===== src/rtl/forward_ctrl.sv =====
// ============================================================================
// forward_ctrl : EX-stage operand forwarding selects and load-use stall detect
// Rev 1.0
// ============================================================================
`default_nettype none

module forward_ctrl #(
    parameter int REG_W = 5
) (
    input  logic             clk_i,
    input  logic             rst_i,
    input  logic             id_valid_i,
    input  logic [REG_W-1:0] id_rs1_i,
    input  logic [REG_W-1:0] id_rs2_i,
    input  logic [REG_W-1:0] id_rd_i,
    input  logic             id_regwrite_i,
    input  logic             id_memread_i,
    input  logic             flush_i,
    input  logic             mem_stall_i,
    output logic [1:0]       fwd_a_o,
    output logic [1:0]       fwd_b_o,
    output logic             stall_o
);

    localparam logic [1:0] c_sel_rf  = 2'b00;
    localparam logic [1:0] c_sel_wb  = 2'b01;
    localparam logic [1:0] c_sel_mem = 2'b10;

    typedef struct packed {
        logic             valid;
        logic [REG_W-1:0] rs1;
        logic [REG_W-1:0] rs2;
        logic [REG_W-1:0] rd;
        logic             regwrite;
        logic             memread;
    } ex_rec_t;

    // Past EX only the producer side of a record is ever consulted.
    typedef struct packed {
        logic             valid;
        logic [REG_W-1:0] rd;
        logic             regwrite;
    } late_rec_t;

    localparam ex_rec_t   c_ex_bubble   = '0;
    localparam late_rec_t c_late_bubble = '0;

    ex_rec_t   ex_q,  ex_d;
    late_rec_t mem_q, mem_d;
    late_rec_t wb_q,  wb_d;

    logic w_ex_load_hit;

    function automatic logic writes_reg(input late_rec_t r, input logic [REG_W-1:0] rs);
        return r.valid && r.regwrite && (r.rd != '0) && (r.rd == rs);
    endfunction

    function automatic logic [1:0] fwd_sel(input logic [REG_W-1:0] rs, input ex_rec_t ex,
                                           input late_rec_t m, input late_rec_t w);
        logic [1:0] sel;
        sel = c_sel_rf;
        if (ex.valid) begin
            if (writes_reg(m, rs)) begin
                sel = c_sel_mem;
            end else if (writes_reg(w, rs)) begin
                sel = c_sel_wb;
            end
        end
        return sel;
    endfunction

    always_comb begin
        w_ex_load_hit = ex_q.valid && ex_q.memread && (ex_q.rd != '0) &&
                        ((ex_q.rd == id_rs1_i) || (ex_q.rd == id_rs2_i));
        stall_o = id_valid_i && w_ex_load_hit && !flush_i && !mem_stall_i;
        fwd_a_o = fwd_sel(ex_q.rs1, ex_q, mem_q, wb_q);
        fwd_b_o = fwd_sel(ex_q.rs2, ex_q, mem_q, wb_q);
    end

    always_comb begin
        ex_d  = ex_q;
        mem_d = mem_q;
        wb_d  = wb_q;
        if (!mem_stall_i) begin
            wb_d  = mem_q;
            mem_d = '{valid: ex_q.valid, rd: ex_q.rd, regwrite: ex_q.regwrite};
            if (!id_valid_i || flush_i || stall_o) begin
                ex_d = c_ex_bubble;
            end else begin
                ex_d = '{valid: 1'b1, rs1: id_rs1_i, rs2: id_rs2_i, rd: id_rd_i,
                         regwrite: id_regwrite_i, memread: id_memread_i};
            end
        end
    end

    always_ff @(posedge clk_i or negedge rst_i) begin
        if (!rst_i) begin
            ex_q  <= c_ex_bubble;
            mem_q <= c_late_bubble;
            wb_q  <= c_late_bubble;
        end else begin
            ex_q  <= ex_d;
            mem_q <= mem_d;
            wb_q  <= wb_d;
        end
    end

endmodule

`default_nettype wire


===== config.mk =====
export PLATFORM = sky130hd
export DESIGN_NAME = forward_ctrl
export DESIGN_NICKNAME = d
export VERILOG_FILES = /design/src/rtl/forward_ctrl.sv
export SDC_FILE = /design/constraint.sdc
export NUM_CORES = 1
export LEC_CHECK = 0
export ABC_CLOCK_PERIOD_IN_PS = 2600
export CORE_ASPECT_RATIO = 0.8
export CORE_MARGIN = 2
export CORE_UTILIZATION = 40
export CTS_BUF_LIST = sky130_fd_sc_hd__clkbuf_8
export CTS_CLUSTER_SIZE = 16
export DETAILED_ROUTE_END_ITERATION = 10
export SKIP_CTS_REPAIR_TIMING = 1
export SLEW_MARGIN = 20
export SYNTH_ARGS = -nofsm -noshare
export SYNTH_HDL_FRONTEND = slang
export SYNTH_SLANG_ARGS = --single-unit
export TNS_END_PERCENT = 10

===== constraint.sdc =====
create_clock -name clk_i -period 2.6 [get_ports clk_i]
set_input_delay 0.52 -clock clk_i [delete_from_list [all_inputs] [get_ports clk_i]]
set_output_delay 0.52 -clock clk_i [all_outputs]
set_load 0.02 [all_outputs]

=== Yosys cells after proc, flatten, opt, wreduce, memory -nomap -nowiden ===
Cells that the tools add are included.

* Bits in read-only memories: 0
* Bits of input ports: 22
* Logic and storage cells: 48
* Latch bits: 0
* Memories kept: 0
* RAM bits: 0
* Output and inout bits: 5
* Bits in registers: 32

* Shifts and indexed selects: 0
* Mux-type cells: 7
* Equality and inequality tests: 6
* Add/sub/neg operators: 0
* Reduce and logical (&&, ||, !) cells: 23
* $lt $le $gt $ge: 0
* Bitwise logic cells: 0
* Div/mod/pow operators: 0
* $mul: 0

{| class="wikitable"
|+ Operator list
! kind !! number
|-
| equality test 5 bit || 6
|-
| two-way mux 18 bit || 1
|-
| nonzero test 5 bit || 3
|-
| logical AND 1 bit || 14
|-
| two-way mux 2 bit || 4
|-
| logical NOT 1 bit || 3
|-
| logical OR 1 bit || 3
|-
| two-way mux 1 bit || 2
|}

=== Depth between registers and ports, before layout ===
Gate-level depths: netlist of the first run.

* Word-level depth: 8
* Mapped depth: 7
* Gate-level depth less buffers: 4

=== Worst setup path before layout of the first run ===
OpenSTA, ideal clock, no wires.

* Kind: reg2out
* From: register mem_q[2] in the netlist's numbering
* To: output fwd_a_o[0]
* Data arrival time: 1.931 ns
* Required time: 2.080 ns
* Path buffers: 0
* Cell stages (with the launch flop): 5
* Slack: 0.149 ns
* Cells stage by stage: dfrtp_1 or4_1 o211ai_1 nor4_1 nor4_1

* Word-level cells in the longest chain between the ends: 5
* Elaborated cells between the ends (all ways): 6
* Classes of those cells: eq/ne (1); mux (2); reduce/logical (3)

{| class="wikitable"
|+ RTL lines
! what !! RTL line !! text
|-
| start: declaration || 49 || <nowiki>late_rec_t mem_q, mem_d;</nowiki>
|-
| start signal: assignment || 99 || <nowiki>mem_q <= c_late_bubble;</nowiki>
|-
| start signal: assignment || 103 || <nowiki>mem_q <= mem_d;</nowiki>
|-
| nonzero test 5 bit || 55 || <nowiki>return r.valid && r.regwrite && (r.rd != '0) && (r.rd == rs);</nowiki>
|-
| logical AND 1 bit || 55 ||
|-
| logical AND 1 bit * || 55 ||
|-
| two-way mux 2 bit * || 63 || <nowiki>if (writes_reg(m, rs)) begin</nowiki>
|-
| two-way mux 2 bit * || 62 || <nowiki>if (ex.valid) begin</nowiki>
|-
| end: declaration || 20 || <nowiki>output logic [1:0] fwd_a_o,</nowiki>
|}

Mark *: on every way between the ends. The rest lies on a longest branch, timed or not.

=== Worst setup path after layout of the first run ===
* From: register wb_q[4] in the netlist's numbering
* To: output fwd_b_o[0]

* Word-level cells in the longest chain between the ends: 6
* Elaborated cells between the ends (all ways): 7
* Classes of those cells: eq/ne (1); mux (3); reduce/logical (3)

{| class="wikitable"
|+ RTL lines
! what !! RTL line !! text
|-
| start: declaration || 50 || <nowiki>late_rec_t wb_q, wb_d;</nowiki>
|-
| start signal: assignment || 100 || <nowiki>wb_q <= c_late_bubble;</nowiki>
|-
| start signal: assignment || 104 || <nowiki>wb_q <= wb_d;</nowiki>
|-
| nonzero test 5 bit || 55 ||
|-
| logical AND 1 bit || 55 ||
|-
| logical AND 1 bit * || 55 ||
|-
| two-way mux 1 bit * || 65 || <nowiki>end else if (writes_reg(w, rs)) begin</nowiki>
|-
| two-way mux 2 bit * || 63 ||
|-
| two-way mux 2 bit * || 62 ||
|-
| end: declaration || 21 || <nowiki>output logic [1:0] fwd_b_o,</nowiki>
|}

Marks and branches as above.

==> impl_metrics.ini, run 1 <==
[sta]
hold_viol = 0
tightest_slew_ns = 0.4154
final_max_slew_viol_count = 0
setup_viol = 0
layout_min_cycle_time_ns = 2.492
hold-worst-slack_ns = 0.5071
setup_slack_ns = 0.1078
clock-skew-final_ns = 0.003780
rsz0062_at_grt = no
fin_crit_sh_pct = 95.86
slew-limit-headroom_pct = 72.30
clock.fmax_mhz = 401.2

[drt]
drt_iter0_drc = 87
drc = 0
viasPerCell = 5.554
drtAntennaViolNets = 0
dr.pass1.iters = 4
wire_per_inst_um = 16.51
wirelength_mm = 4.442
num_vias = 1494

[critical_path]
path_buf_inv = 2
crit_chain = buf_4, xor2_1, or4_1, nor4_2, buf_4
slowest_delay_ns = 0.56
crit_slowest_cell = or4_1
r2r_start = ex_q[3]$_DFFE_PN0N_
cp_top_family = simple AND/OR/NAND/NOR gates
cp-end-kind = output pin
critPathMaxFanout = 3
crit_arrival_ns = 1.97
cp.depth = 5
critical_path.startpoint_type = flip-flop
required_ns = 2.08
cp_common_cell = buf_4
crit_path_start = wb_q[4]$_DFFE_PN0N_
critical_path_class = flip-flop to output pin
worstRegToRegCells = 5

[global_route]
antenna_found_initial = 0
grt_pass1_wl_mm = 7.686
grt_pass1_vias = 1514
grt_max_degree = 33
grt.total_usage_pct = 20.13
overflow = 0

[clock_tree]
numCtsBuffers = 5
clock-sinks = 32
clk_path_buf_depth = 2
insertion_delay_ns = 0.29
cts_tree = built
clk_pin_slew_ns = 0.07
cts-root-buf = clkbuf_8
htree_levels = 2

[final_layout]
n_antenna_cell = 0
nNetsFinal = 233
drive_gt1_share_pct = 29.25
fin_area_um2 = 2372
syn_to_final_growth_pct = 32.13

[min_path]
hp-start = ex_q[1]$_DFFE_PN0N_
worstHoldPathCells = 2
hold_path.class = flip-flop to flip-flop

[synth]
ys_seq_area_share_pct = 44.60
ys_ff_latch = 32
syn_avg_cell_area_um2 = 10.95
syn_area_um2 = 1795
syn-instance-count = 164
synth_cell_types = 23
syn_nets = 186
yosysWarnings = 0

[job]
cap_violations = 0

[floorplanning]
dieArea_um2 = 5044
rows = 21
die_w_um = 78.91
core_area_um2 = 4257
start_util_pct = 42.18
io_pins = 27
die_h_um = 63.93

[power_and_ir_drop]
power_density_nw_per_um2 = 612.4
p_leak_nw = 1.048
ir_worst_vdd_mv = 0.3462
power_w = 0.001453

[place]
post-place-ws_ns = -0.2816
hpwlAfterDp_mm = 3.200
portBuffers = 26
dpl_cell_area_um2 = 2243
gp_congestion = 0.8020

[status]
status = finished, final reports clean
[worst min-delay path, delay by kind of cell (launching register included)]
| family | cells | cell delay (ns) |
|---|---|---|
| AOI/OAI and AO/OA | 2 | 0.12 |
| DFF | 1 | 0.35 |
[worst paths after layout]
kind	endpoint	slack, ns
max reg2reg	ex_q[5]$_DFFE_PN0N_	0.80
min	ex_q[1]$_DFFE_PN0N_	0.51
min reg2reg	ex_q[1]$_DFFE_PN0N_	0.51
min in group asynchronous	mem_q[0]$_DFFE_PN0N_	0.63
max	fwd_b_o[0]	0.11
max in group asynchronous	mem_q[1]$_DFFE_PN0N_	1.67
[cells in the final DEF (no fill, tap or decap), drive strengths merged]
cell type / instances
dfrtp: 32
buf: 26
clkdlybuf4s50: 21
nand2: 20
o21ai: 18
a32oi: 17
xnor2: 16
xor2: 14
mux2: 14
clkbuf: 6
or4: 5
nand3: 4
nor4: 4
and2: 3
dlymetal6s2s: 2
o211ai: 2
nor2: 1
o22ai: 1
nor3b: 1
o2111ai: 1
a22oi: 1
inv: 1
bufinv: 1
clkinv: 1
[cell usage after synthesis]
master	n	share of area (%)
nand2_1	20	4.2
o22ai_2	1	0.70
or4_1	4	1.7
a22oi_1	1	0.42
clkbuf_1	3	0.63
nor2_1	1	0.21
o2111ai_1	1	0.49
or4_4	1	0.63
nor3b_1	1	0.42
and2_1	3	1.0
nor4_1	4	1.4
o211ai_1	1	0.42
a32oi_1	17	8.3
mux2_2	14	8.8
dfrtp_1	32	45
o21ai_2	8	3.9
xnor2_1	16	7.8
nand3_1	4	1.1
xor2_1	14	6.8
buf_8	1	0.84
o21ai_1	10	2.8
buf_2	6	1.7
o211ai_4	1	1.2
[registers in the layout (all words and copies together) (netlist names)]
name and flops:
ex_q 18, wb_q 7, mem_q 7
[layer usage]
layer  vias up  share of wire (%)  routed length [um]  track usage, %
li1        707                  -                   -               -
met1       738                 47                2080           28.26
met2        42                 47                2079           30.98
met3         7                5.0                 222           4.520
met4         0                1.4                  60           6.466
met5         -                  0                   0               0
[cells by family (layout without fill, tap and decap cells)]
| logic type | after synthesis | after routing | share of synthesized area [%] |
|---|---|---|---|
| AND/OR/NAND/NOR | 38 | 38 | 10.66 |
| XOR/XNOR | 30 | 30 | 14.63 |
| multiplexers | 14 | 14 | 8.780 |
| buffers and inverters | 10 | 58 | 3.136 |
| AO/OA/AOI/OAI | 40 | 40 | 18.19 |
| flip-flops | 32 | 32 | 44.60 |
[through the flow]
step | util [%] | cells | TNS [ns]
global route | 55.73 | 269 | 0
floorplan | - | 164 | 0
finish | 55.73 | 269 | 0
CTS | 55.23 | 268 | -1.785
detailed placement | 52.70 | 260 | -0.6532
global placement | 52.70 | 260 | -0.5801
[final cells by class]
cell class / count / area [um2]
Clock buffer: 5 / 68.82
Clock inverter: 3 / 38.79
Fill cell: 393 / 1884
Multi-Input combinational cell: 122 / 957.2
Sequential cell: 32 / 800.8
Tap cell: 57 / 71.32
Timing Repair Buffer: 50 / 435.4
[power breakdown]
group / leakage [nW] / switching, W / total, W / internal, W
logic: 0.572 / 0.000163 / 0.000355 / 0.000192
registers: 0.417 / 0.0000662 / 0.000627 / 0.000561
clock network: 0.0593 / 0.000191 / 0.000471 / 0.000280
No activity file was read; power rests on OpenSTA's default activity.
==> run 2, diff against run 1 <==
--- a/config.mk
+++ b/config.mk
@@ -5,7 +5,7 @@
 export SDC_FILE = /design/constraint.sdc
 export NUM_CORES = 1
 export LEC_CHECK = 0
-export ABC_CLOCK_PERIOD_IN_PS = 2600
+export ABC_CLOCK_PERIOD_IN_PS = 2350
 export CORE_ASPECT_RATIO = 0.8
 export CORE_MARGIN = 2
 export CORE_UTILIZATION = 40
==> constraint.sdc (replaced) <==
create_clock -name clk_i -period 2.35 [get_ports clk_i]
set_input_delay 0.47 -clock clk_i [delete_from_list [all_inputs] [get_ports clk_i]]
set_output_delay 0.47 -clock clk_i [all_outputs]
set_load 0.02 [all_outputs]
==> run 2 against run 1 <==
Against the previous run:
- the flow now finishes with violations (setup timing)
- flip-flop and latch count is the same
- global-route usage hardly changed
- final area up 3.2%
- register-to-register slack worse by 0.27 ns
- non-clock buffer count up 7
- critical path type unchanged
- total power rose by 13%
- sequential power rose by 9.9%
- die area unchanged
- routed wire length is 7.0% higher
- clock skew rose by 0.0016 ns
- worst hold slack got worse by 0.010 ns
- clock power increased by 9.8%
==> impl_metrics.ini, run 2 (synthesized netlist as in run 1, its figures left out) <==
[drt]
viasPerCell = 5.435
drtAntennaViolNets = 0
dr.pass1.iters = 4
drt_iter0_drc = 82
wire_per_inst_um = 17.22
wirelength_mm = 4.753
drc = 0
num_vias = 1500

[sta]
clock.fmax_mhz = 405.3
clock-skew-final_ns = 0.005417
hold-worst-slack_ns = 0.4970
fin_crit_sh_pct = 105.0
setup_viol = 4
final_max_slew_viol_count = 0
tightest_slew_ns = 0.4234
layout_min_cycle_time_ns = 2.468
slew-limit-headroom_pct = 71.77
hold_viol = 0
setup_slack_ns = -0.1175
rsz0062_at_grt = yes

[critical_path]
slowest_delay_ns = 0.52
cp_top_family = simple AND/OR/NAND/NOR gates
crit_chain = or4_1, o211ai_1, buf_4, nor4_2, nor4_2, buf_4
r2r_start = ex_q[3]$_DFFE_PN0N_
critical_path_class = flip-flop to output pin
cp-end-kind = output pin
crit_path_start = mem_q[5]$_DFFE_PN0N_
path_buf_inv = 2
crit_arrival_ns = 2.00
r2r_slack_ns = 0.53
r2r-end = ex_q[6]$_DFFE_PN0N_
critPathMaxFanout = 2
required_ns = 1.88
critical_path.startpoint_type = flip-flop
crit_slowest_cell = or4_1
worstRegToRegCells = 5

[power_and_ir_drop]
power_density_nw_per_um2 = 668.9
ir_worst_vdd_mv = 0.4169
p_leak_nw = 1.072

[floorplanning]
io_pins = 27
die_w_um = 78.91
start_util_pct = 42.18
rows = 21
die_h_um = 63.93
dieArea_um2 = 5044
core_area_um2 = 4257

[clock_tree]
cts_tree = built
clk_path_buf_depth = 2
clock-sinks = 32
clk_pin_slew_ns = 0.07
insertion_delay_ns = 0.29
numCtsBuffers = 5
htree_levels = 2
cts-root-buf = clkbuf_8

[min_path]
min_to = ex_q[1]$_DFFE_PN0N_
hp-start = ex_q[1]$_DFFE_PN0N_
worstHoldPathCells = 2
hold_path.class = flip-flop to flip-flop

[final_layout]
final_cell_mix = buf_4 (33), dfrtp_1 (32), clkdlybuf4s50_1 (21), nand2_1 (20), a32oi_1 (17)
drive_gt1_share_pct = 33.33
nNetsFinal = 240
fillers = 384
largest_register = ex_q
layout_commonest_cell = buf_4
post-route-util_pct = 57.50
instances_no_fill = 276
syn_to_final_growth_pct = 36.31
fin_area_um2 = 2447
n_antenna_cell = 0
largest_register_ffs = 18
top_regs = ex_q: 18 flops, mem_q: 7 flops, wb_q: 7 flops

[global_route]
grt_pass1_vias = 1528
grt_pass1_wl_mm = 7.700
grt_max_degree = 34
overflow = 0
grt.total_usage_pct = 20.18
antenna_found_initial = 0

[place]
gp_congestion = 0.8356
hpwlAfterDp_mm = 3.361
dpl_cell_area_um2 = 2315
post-place-ws_ns = -0.4361
post-place-cells = 267
portBuffers = 26

[job]
cap_violations = 0

[status]
failed_checks = setup timing
status = finished with violations
-- run 2: cell types whose count changed in the layout (fill, tap and decap cells not counted) --
cell	delta
buf_4	+7
or4_4	+1
dlymetal6s2s_1	-1
or4_1	-1
nor3b_1	-1
o2111ai_2	+1
buf_12	+1
nor3b_2	+1
o2111ai_1	-1
-- run 2: area by class of cell --
| class | count | area, um2 | share of cell area (%) |
|---|---|---|---|
| clock inverter | 3 | 38.79 | 1.585 |
| sequential | 32 | 800.8 | 32.72 |
| tap | 57 | 71.32 | 2.914 |
| clock buffer | 5 | 68.82 | 2.812 |
| timing repair buffer | 57 | 495.5 | 20.25 |
| multi-input combinational | 122 | 972.2 | 39.72 |
-- run 2: per-layer routing --
metal  vias to the layer above  wire length (um)  global-route usage (%)
li1                        716                 -                       -
met2                        37              2245                   31.94
met1                       738              2190                   27.08
met3                         9               235                   4.944
met5                         -                 0                       0
met4                         0                81                   7.112
-- run 2: how the worst max path moves through the flow --
stage	depth (start not counted)	end
2_1_floorplan	4	fwd_b_o[0]
3_3_place_gp	6	stall_o
3_5_place_dp	6	stall_o
4_1_cts	5	fwd_b_o[0]
5_1_grt	6	fwd_a_o[0]
6_report	6	fwd_a_o[0]
-- run 2: worst reg2reg max path, stage by stage, from the launching register on --
cell and delay [ns]:
dfrtp_1 0.46, or4_4 0.57, o211ai_4 0.19, buf_4 0.27, a32oi_1 0.13, o21ai_1 0.12
-- run 2: where the power goes --
part	internal [W]	switching [W]
Clock	0.000310	0.000207
Sequential	0.000621	0.0000682
Combinational	0.000229	0.000203
Total	0.00116	0.000478
-- run 2: stage by stage --
stage          setup TNS, ns  total power (W)
3_5_place_dp          -1.377         0.001110
4_1_cts               -2.695         0.001627
6_report             -0.4118         0.001637
3_3_place_gp          -1.275         0.001097
2_1_floorplan       -0.05070        0.0009156
5_1_grt              -0.8668         0.001719
